<file path="src/rtl/util_delay_sched.sv">
// Writeback-slot scheduler: grants fixed-latency ops so no two ops retire in the same cycle.
// Optional round-robin requester priority is enabled by defining UTIL_DELAY_SCHED_RR_EN.
module util_delay_sched #(
  parameter int NREQ  = 2,
  parameter int DEPTH = 7,
  parameter int LATW  = 3,
  parameter int TAGW  = 1
) (
  input  logic                 i_clk,
  input  logic                 i_rst_n,
  input  logic                 i_stall,
  input  logic [NREQ-1:0]      i_req,
  input  logic [NREQ*LATW-1:0] i_req_lat,
  output logic [NREQ-1:0]      o_gnt,
  output logic                 o_done,
  output logic [TAGW-1:0]      o_done_tag,
  output logic                 o_busy,
  output logic                 o_lat_err
);

  localparam int NSLOT = 2 ** LATW;

  logic [DEPTH-1:0] r_v;
  logic [TAGW-1:0]  r_t [DEPTH];
`ifdef UTIL_DELAY_SCHED_RR_EN
  logic [TAGW-1:0]  r_p;
  logic [TAGW-1:0]  w_p_next;
`endif

  logic [NSLOT-1:0] w_vx;
  logic [NSLOT-1:0] w_claimed;
  logic [LATW-1:0]  w_lat [NREQ];
  logic [NREQ-1:0]  w_gnt;
  logic             w_lat_err;

  // Slot DEPTH lies beyond the shift register and always reads as free.
  assign w_vx = NSLOT'(r_v);

  // Grant arbitration in priority order; each latency slot is claimed at most once per cycle.
  always_comb begin
    w_gnt     = '0;
    w_claimed = '0;
    w_lat_err = 1'b0;
`ifdef UTIL_DELAY_SCHED_RR_EN
    w_p_next  = r_p;
`endif
    for (int i = 0; i < NREQ; i++) begin
      w_lat[i] = i_req_lat[i*LATW +: LATW];
    end
    for (int k = 0; k < NREQ; k++) begin
      int   idx;
      logic legal;
      logic ok;
`ifdef UTIL_DELAY_SCHED_RR_EN
      idx = (int'(r_p) + k) % NREQ;
`else
      idx = k;
`endif
      legal     = (w_lat[idx] != LATW'(0)) && (int'(w_lat[idx]) <= DEPTH);
      w_lat_err = w_lat_err | (i_rst_n & i_req[idx] & ~legal);
      ok        = i_rst_n & i_req[idx] & legal & ~i_stall
                  & ~w_vx[w_lat[idx]] & ~w_claimed[w_lat[idx]];
      w_gnt[idx]             = ok;
      w_claimed[w_lat[idx]]  = w_claimed[w_lat[idx]] | ok;
`ifdef UTIL_DELAY_SCHED_RR_EN
      w_p_next = ok ? TAGW'((idx + 1) % NREQ) : w_p_next;
`endif
    end
  end

  assign o_gnt      = w_gnt;
  assign o_lat_err  = w_lat_err;
  assign o_done     = r_v[0] & ~i_stall;
  assign o_done_tag = r_t[0];
  assign o_busy     = |r_v;

  // Reservation shift register: shift toward retirement, then book newly granted slots.
  always_ff @(posedge i_clk or negedge i_rst_n) begin
    if (!i_rst_n) begin
      r_v <= '0;
      for (int k = 0; k < DEPTH; k++) begin
        r_t[k] <= '0;
      end
`ifdef UTIL_DELAY_SCHED_RR_EN
      r_p <= '0;
`endif
    end else if (!i_stall) begin
      r_v <= {1'b0, r_v[DEPTH-1:1]};
      for (int k = 0; k < DEPTH-1; k++) begin
        r_t[k] <= r_t[k+1];
      end
      for (int i = 0; i < NREQ; i++) begin
        if (w_gnt[i]) begin
          r_v[w_lat[i] - LATW'(1)] <= 1'b1;
          r_t[w_lat[i] - LATW'(1)] <= TAGW'(i);
        end
      end
`ifdef UTIL_DELAY_SCHED_RR_EN
      r_p <= w_p_next;
`endif
    end
  end

endmodule

</file>
<file path="config.mk">
export PLATFORM = sky130hd
export DESIGN_NAME = util_delay_sched
export DESIGN_NICKNAME = d
export VERILOG_FILES = /design/src/rtl/util_delay_sched.sv
export SDC_FILE = /design/constraint.sdc
export NUM_CORES = 1
export LEC_CHECK = 0
export ABC_AREA = 1
export BUFFER_PORTS_ARGS = -buffer_cell sky130_fd_sc_hd__buf_4
export CELL_PAD_IN_SITES_DETAIL_PLACEMENT = 1
export CELL_PAD_IN_SITES_GLOBAL_PLACEMENT = 1
export CORE_ASPECT_RATIO = 1.5
export CORE_MARGIN = 2
export CORE_UTILIZATION = 35
export DETAILED_ROUTE_END_ITERATION = 6
export PLACE_DENSITY_LB_ADDON = 0.1
export SLEW_MARGIN = 10
export SYNTH_ARGS = -nofsm -noshare
export SYNTH_HDL_FRONTEND = slang
export SYNTH_SLANG_ARGS = --single-unit
</file>
<file path="constraint.sdc">
create_clock -name i_clk -period 6.1 [get_ports i_clk]
set_input_delay 1.83 -clock i_clk [delete_from_list [all_inputs] [get_ports i_clk]]
set_output_delay 1.83 -clock i_clk [all_outputs]
set_load 0.02 [all_outputs]
</file>
==> flow_metrics.py, run 1 <==
metrics = {
    "global_routing": {
        "grtUsageTotal": 0.199,
        "antenna_found_initial": 0,
        "first_global_vias": 1305,
        "grt-ovfl-total": 0,
        "grt_max_degree": 18,
        "grt_pass1_wl_um": 6100,
    },
    "synthesis": {
        "synth-seq-area-share": 0.281,
        "ys_warn_count": 0,
        "synth_xor_area_frac": 0.0211,
        "syn_avg_cell_area_um2": 6.33,
        "synth_top_area_share": 0.281,
        "synthAdderAreaFrac": 0.0402,
        "synthesis.area_mm2": 0.00125,
        "synthSimpleGateAreaFrac": 0.461,
        "synthDistinctLibCells": 29,
        "synth_top_family_by_area": "simple AND/OR/NAND/NOR gates",
        "synth_compound_area_frac": 0.0763,
        "synthMuxAreaShare": 0,
        "synth_nets": 212,
        "yosysTopAreaCell": "dfrtp_1",
        "synth-seq-cells": 14,
        "ys_top_cells_by_area": "dfrtp_1, nand2_1, inv_1, nand3_1, nor2_1",
        "syn-instance-count": 197,
    },
    "floorplanning": {
        "chipWidth_um": 52.7,
        "die_y_um": 77.1,
        "fp-row-count": 26,
        "start_util": 0.365,
        "pin_count": 17,
        "die-area_mm2": 0.00406,
        "core_area_mm2": 0.00342,
    },
    "clock_tree": {
        "path_clk_slew_ps": 60,
        "root_buffer": "clkbuf_8",
        "cts_buffer_depth": 2,
        "ctsResizeCount": 0,
        "htreeDepth": 1,
        "clkSinkCount": 14,
        "clock_latency_ps": 240,
        "cts_inserted_buffers": 3,
        "postCtsHoldBufs": 0,
        "cts_setup_buffers": 0,
        "cts_tree": "yes",
    },
    "route": {
        "vias": 1280,
        "initialDrtViolationCount": 23,
        "firstDrtPassIters": 4,
        "avgViaCountPerCell": 5.06,
        "wl_um": 3760,
        "routedWlPerCell_um": 14.9,
        "drtAntennaViolNets": 0,
        "route.detailed.drc": 0,
    },
    "worst_setup_path": {
        "critical_path_buf_inv_count": 3,
        "path_common_cell": "buf_4",
        "critPathArrivalTime_ps": 3120,
        "worst_path_largest_cell_delay_ps": 240,
        "start_kind": "primary input",
        "cp_cell_sequence": "buf_4 > inv_2 > nand3_2 > nor2_2 > nand2_1 > nor2_4 > nand3_4 > and2_4 > buf_4",
        "worst_path_max_delay_cell": "inv_2",
        "required_ps": 4270,
        "path_delay_family": "simple AND/OR/NAND/NOR gates",
        "crit_type": "primary input to output port",
        "path_max_fanout": 16,
        "endpoint_kind": "output port",
    },
    "placed_design": {
        "hpwl_um": 3070,
        "port_buffers": 16,
        "place_congestion": 0.853,
    },
    "power": {
        "p_leak_nw": 0.786,
        "vdd_drop_max_mv": 0.196,
        "powerDensity_mw_per_mm2": 208,
    },
    "timing": {
        "setup_tns_ps": 0,
        "rsz0062_at_grt": "no",
        "tightest_slew_ps": 387,
        "slew_headroom": 0.739,
        "holdWs_ps": 482,
        "clock_skew_ps": 4.05,
        "hold_viol_final": 0,
        "finalCriticalPeriod_ps": 4950,
        "drv_slew": 0,
        "fmax_ghz": 0.202,
        "setup_viol": 0,
        "period_share": 0.812,
    },
    "finish": {
        "n_antenna_cell": 0,
        "syn2layout_area_growth_pct": 13.6,
        "nets": 228,
        "drive_gt1_frac": 0.156,
    },
    "worst_hold_path": {
        "holdCritPathClass": "flop to flop",
    },
    "status": {
        "outcome": "finished clean",
    },
    "flow_run": {
        "cap_violations": 0,
    },
}
## worst reg2reg max path: cells and delay by family, from the launching register on
kind	cells	cell delay, ps
buffers and inverters	2	300
DFF	1	390
and+or+nand+nor	8	730
## cells by family (layout without fill, tap and decap cells)
| logic type | after synthesis | after routing |
|---|---|---|
| buffers and inverters | 31 | 45 |
| and+or+nand+nor | 127 | 127 |
| AOI/OAI and AO/OA | 18 | 18 |
| xor gates and xnor gates | 3 | 3 |
| DFF | 14 | 14 |
| adders and majority gates | 4 | 4 |
## power by group
part | leakage [nW] | internal [mW] | switching (mW) | total (mW)
logic | 0.576 | 0.0373 | 0.0662 | 0.104
clock network | 0.0216 | 0.0435 | 0.0287 | 0.0722
registers | 0.189 | 0.108 | 0.0109 | 0.118
total | 0.786 | 0.188 | 0.106 | 0.294
## sequential cells by signal, summed over array words and instances, names as in the netlist
register / count
o_done_tag: 1
r_v: 7
r_t: 6
## metal layers
layer | vias up | wire (µm) | track usage
met2 | 15 | 2090 | 0.374
li1 | 637 | - | -
met4 | 0 | 40 | 0.0462
met3 | 4 | 65 | 0.0136
met1 | 624 | 1570 | 0.233
met5 | - | 0 | 0
## layout make-up
| class | instances | area [µm²] |
|---|---|---|
| inverters | 26 | 105 |
| flip-flops and latches | 14 | 350 |
| well taps | 42 | 52.6 |
| multi-input cells | 152 | 746 |
| clock buffers | 3 | 41.3 |
| repair buffers | 16 | 120 |
| fillers | 492 | 2000 |
## synth_stat cells (all sizes together)
cell type   n
nand2      79
inv        26
nor2       22
nand3      18
dfrtp      14
o21ai       9
a21oi       7
buf         4
ha          4
nand4       2
nor3        2
or2         2
xnor2       2
a21boi      1
and2        1
clkbuf      1
nor4        1
o31ai       1
xor2        1
## per-stage QoR
step / total power, mW / std cells / util / cell area (µm²) / setup WS [ps]
after global placement: 0.221 / 250 / 0.402 / 1370 / 1180
final: 0.294 / 253 / 0.414 / 1420 / 1150
after floorplan: 0.186 / 197 / - / 1250 / 1410
after CTS: 0.299 / 253 / 0.414 / 1420 / 1120
after global routing: 0.315 / 253 / 0.414 / 1420 / 1010
after detailed placement: 0.224 / 250 / 0.402 / 1370 / 1110
## cells in the final DEF, fill, tap and decap left out
cell type | Yosys | layout
dfrtp_1 | 14 | 14
a21oi_1 | 7 | 7
nor2_2 | 1 | 1
nand2_1 | 76 | 76
inv_4 | 1 | 1
nand3_1 | 15 | 15
nand3_2 | 2 | 2
nand3_4 | 1 | 1
nand2_2 | 3 | 3
nand4_1 | 2 | 2
ha_1 | 4 | 4
o31ai_1 | 1 | 1
o21ai_1 | 6 | 6
xnor2_1 | 2 | 2
xor2_1 | 1 | 1
inv_1 | 23 | 23
inv_6 | 1 | 1
buf_4 | 1 | 16
or2_1 | 2 | 2
nor2_1 | 18 | 18
nor3_1 | 2 | 2
inv_2 | 1 | 1
clkbuf_8 | 0 | 3
nor4_1 | 1 | 1
o21ai_0 | 3 | 3
nor2_4 | 3 | 3
a21boi_0 | 1 | 1
and2_4 | 1 | 1
## path summary, 6_finish.rpt
check / startpoint / to / slack, ps / cells past startpoint
hold / removal: r_t[0]$_DFFE_PN0N_ / r_t[0]$_DFFE_PN0N_ / 480 / 2
setup / recovery: i_stall / o_gnt[1] / 1150 / 9
hold reg to reg: r_t[0]$_DFFE_PN0N_ / r_t[0]$_DFFE_PN0N_ / 480 / 2
max in group asynchronous: i_rst_n / r_v[4]$_DFFE_PN0N_ / 4440 / 1
setup reg to reg: r_v[0]$_DFFE_PN0N_ / r_t[4]$_DFFE_PN0N_ / 4550 / 10
min in group asynchronous: i_rst_n / r_t[0]$_DFFE_PN0N_ / 1460 / 1
Power figures use the tool's default switching activity.
==> run 2: changes to the inputs <==
clock period = 4.9 ns   (was 6.1 ns; I/O delays follow)
==> run 2 against run 1 <==
Flip-flop and latch count is the same; critical path depth grew 2; power grew 25%; combinational power grew 24%; critical path type unchanged; highest routed layer unchanged.
==> flow_metrics.py, run 2 (synthesis gave the netlist of run 1 again) <==
metrics = {
    "finish": {
        "nets": 228,
        "layout_common_cells": "nand2_1, inv_1, nor2_1",
        "top_register": "r_v",
        "n_antenna_cell": 0,
        "syn2layout_area_growth_pct": 13.6,
        "sequential_cell_area_um2": 350,
        "fill_cells": 482,
        "final_common_cell": "nand2_1",
        "largest_reg_flops": 7,
        "drive_gt1_frac": 0.156,
        "multi_input_area_um2": 746,
        "stdcell_count": 253,
    },
    "route": {
        "initialDrtViolationCount": 22,
        "avgViaCountPerCell": 5.04,
        "route.detailed.drc": 0,
        "routedWlPerCell_um": 15.0,
        "vias": 1275,
        "wl_um": 3800,
        "firstDrtPassIters": 4,
        "drtAntennaViolNets": 0,
    },
    "floorplanning": {
        "pin_count": 17,
        "core_area_mm2": 0.00342,
        "fp-row-count": 26,
        "die_y_um": 77.1,
        "start_util": 0.365,
        "chipWidth_um": 52.7,
        "die-area_mm2": 0.00406,
    },
    "timing": {
        "period_share": 0.868,
        "setup_viol": 0,
        "tightest_slew_ps": 388,
        "clock_skew_ps": 1.35,
        "fmax_ghz": 0.235,
        "slew_headroom": 0.739,
        "setup_tns_ps": 0,
        "rsz0062_at_grt": "no",
        "hold_viol_final": 0,
        "drv_slew": 0,
        "finalCriticalPeriod_ps": 4250,
    },
    "worst_setup_path": {
        "worst_path_largest_cell_delay_ps": 200,
        "cp_cell_sequence": "buf_4 > inv_6 > ha_1 > inv_1 > nor2_1 > nor2_2 > nand2_1 > nor2_4 > nand3_4 > and2_4 > buf_4",
        "crit_end": "o_gnt[1]",
        "critPathArrivalTime_ps": 2780,
        "worst_path_max_delay_cell": "ha_1",
        "cp_num_cells": 11,
        "ff2ff_path_depth": 10,
        "crit_type": "primary input to output port",
        "path_common_cell": "buf_4",
        "startpoint": "i_req_lat[0]",
        "reg2reg_slack_ps": 3360,
        "path_max_fanout": 11,
        "critical_path_buf_inv_count": 4,
        "required_ps": 3430,
        "r2r-end": "r_t[4]$_DFFE_PN0N_",
        "path_delay_family": "simple AND/OR/NAND/NOR gates",
        "endpoint_kind": "output port",
        "rr_startpoint": "r_v[0]$_DFFE_PN0N_",
        "start_kind": "primary input",
    },
    "clock_tree": {
        "postCtsHoldBufs": 0,
        "ctsResizeCount": 0,
        "path_clk_slew_ps": 50,
        "htreeDepth": 1,
        "cts_inserted_buffers": 3,
        "clock_latency_ps": 240,
        "cts_setup_buffers": 0,
        "clkSinkCount": 14,
        "cts_tree": "yes",
        "cts_buffer_depth": 2,
        "root_buffer": "clkbuf_8",
    },
    "power": {
        "p_leak_nw": 0.786,
        "combPwrFrac": 0.350,
        "intPower_mw": 0.235,
        "p_sw_mw": 0.134,
        "p_seq_frac": 0.400,
        "powerDensity_mw_per_mm2": 260,
        "switching_share": 0.363,
        "vdd_drop_max_mv": 0.180,
        "power_frac_clock": 0.250,
    },
    "placed_design": {
        "place_congestion": 0.853,
        "port_buffers": 16,
        "hpwl_um": 3120,
        "dp.cells": 250,
    },
    "global_routing": {
        "antenna_found_initial": 0,
        "first_global_vias": 1321,
        "grt_max_degree": 18,
        "grtUsageTotal": 0.203,
        "grt_pass1_wl_um": 6140,
        "grt-ovfl-total": 0,
    },
    "flow_run": {
        "cap_violations": 0,
    },
    "worst_hold_path": {
        "hold_depth": 2,
        "holdCritPathClass": "flop to flop",
    },
    "status": {
        "outcome": "finished clean",
    },
}
run 2: cell counts in the layout (fill, tap and decap cells not counted):
No cell type changed its count.
run 2: metal layers:
layer	global-route usage	part of all wire	vias to the layer above
li1	-	-	642
met1	0.233	0.41	593
met2	0.361	0.53	28
met3	0.0272	0.029	12
met4	0.0846	0.032	0
met5	0	0	-
run 2: tightest hold or removal path, delay by kind of cell (launching register included):
kind,cells,cell delay (ps)
DFF,1,340
and+or+nand+nor,2,110
run 2: worst min-delay path by stage:
stage,from,end,slack [ps]
finish,o_done_tag$_DFFE_PN0N_,o_done_tag$_DFFE_PN0N_,480
global route,r_t[0]$_DFFE_PN0N_,r_t[0]$_DFFE_PN0N_,520
CTS,o_done_tag$_DFFE_PN0N_,o_done_tag$_DFFE_PN0N_,490
detailed placement,o_done_tag$_DFFE_PN0N_,o_done_tag$_DFFE_PN0N_,480
global placement,r_t[4]$_DFFE_PN0N_,r_t[4]$_DFFE_PN0N_,470
floorplan,r_t[4]$_DFFE_PN0N_,r_t[4]$_DFFE_PN0N_,440
run 2: metrics by stage:
stage / utilization / setup slack [ps] / instance area, µm² / power, mW / hold WS, ps
after floorplan: - / 932 / 1250 / 0.232 / 444
after global placement: 0.402 / 696 / 1370 / 0.275 / 473
after detailed placement: 0.402 / 635 / 1370 / 0.278 / 476
after CTS: 0.414 / 631 / 1420 / 0.373 / 491
after global routing: 0.414 / 520 / 1420 / 0.396 / 515
final: 0.414 / 647 / 1420 / 0.368 / 479
run 2: power groups by stage:
stage          clock network [mW]  logic [mW]  registers [mW]
4_1_cts                    0.0951       0.131           0.147
6_report                   0.0921       0.129           0.147
3_3_place_gp                    0       0.126           0.149
2_1_floorplan                   0      0.0856           0.147
3_5_place_dp                    0       0.129           0.149
5_1_grt                     0.101       0.146           0.149
run 2: final cells by class:
cell class                      count  share of cell area
Sequential cell                    14               0.248
Multi-Input combinational cell    152               0.527
Inverter                           26              0.0743
Clock buffer                        3              0.0292
Tap cell                           42              0.0371
Timing Repair Buffer               16              0.0849
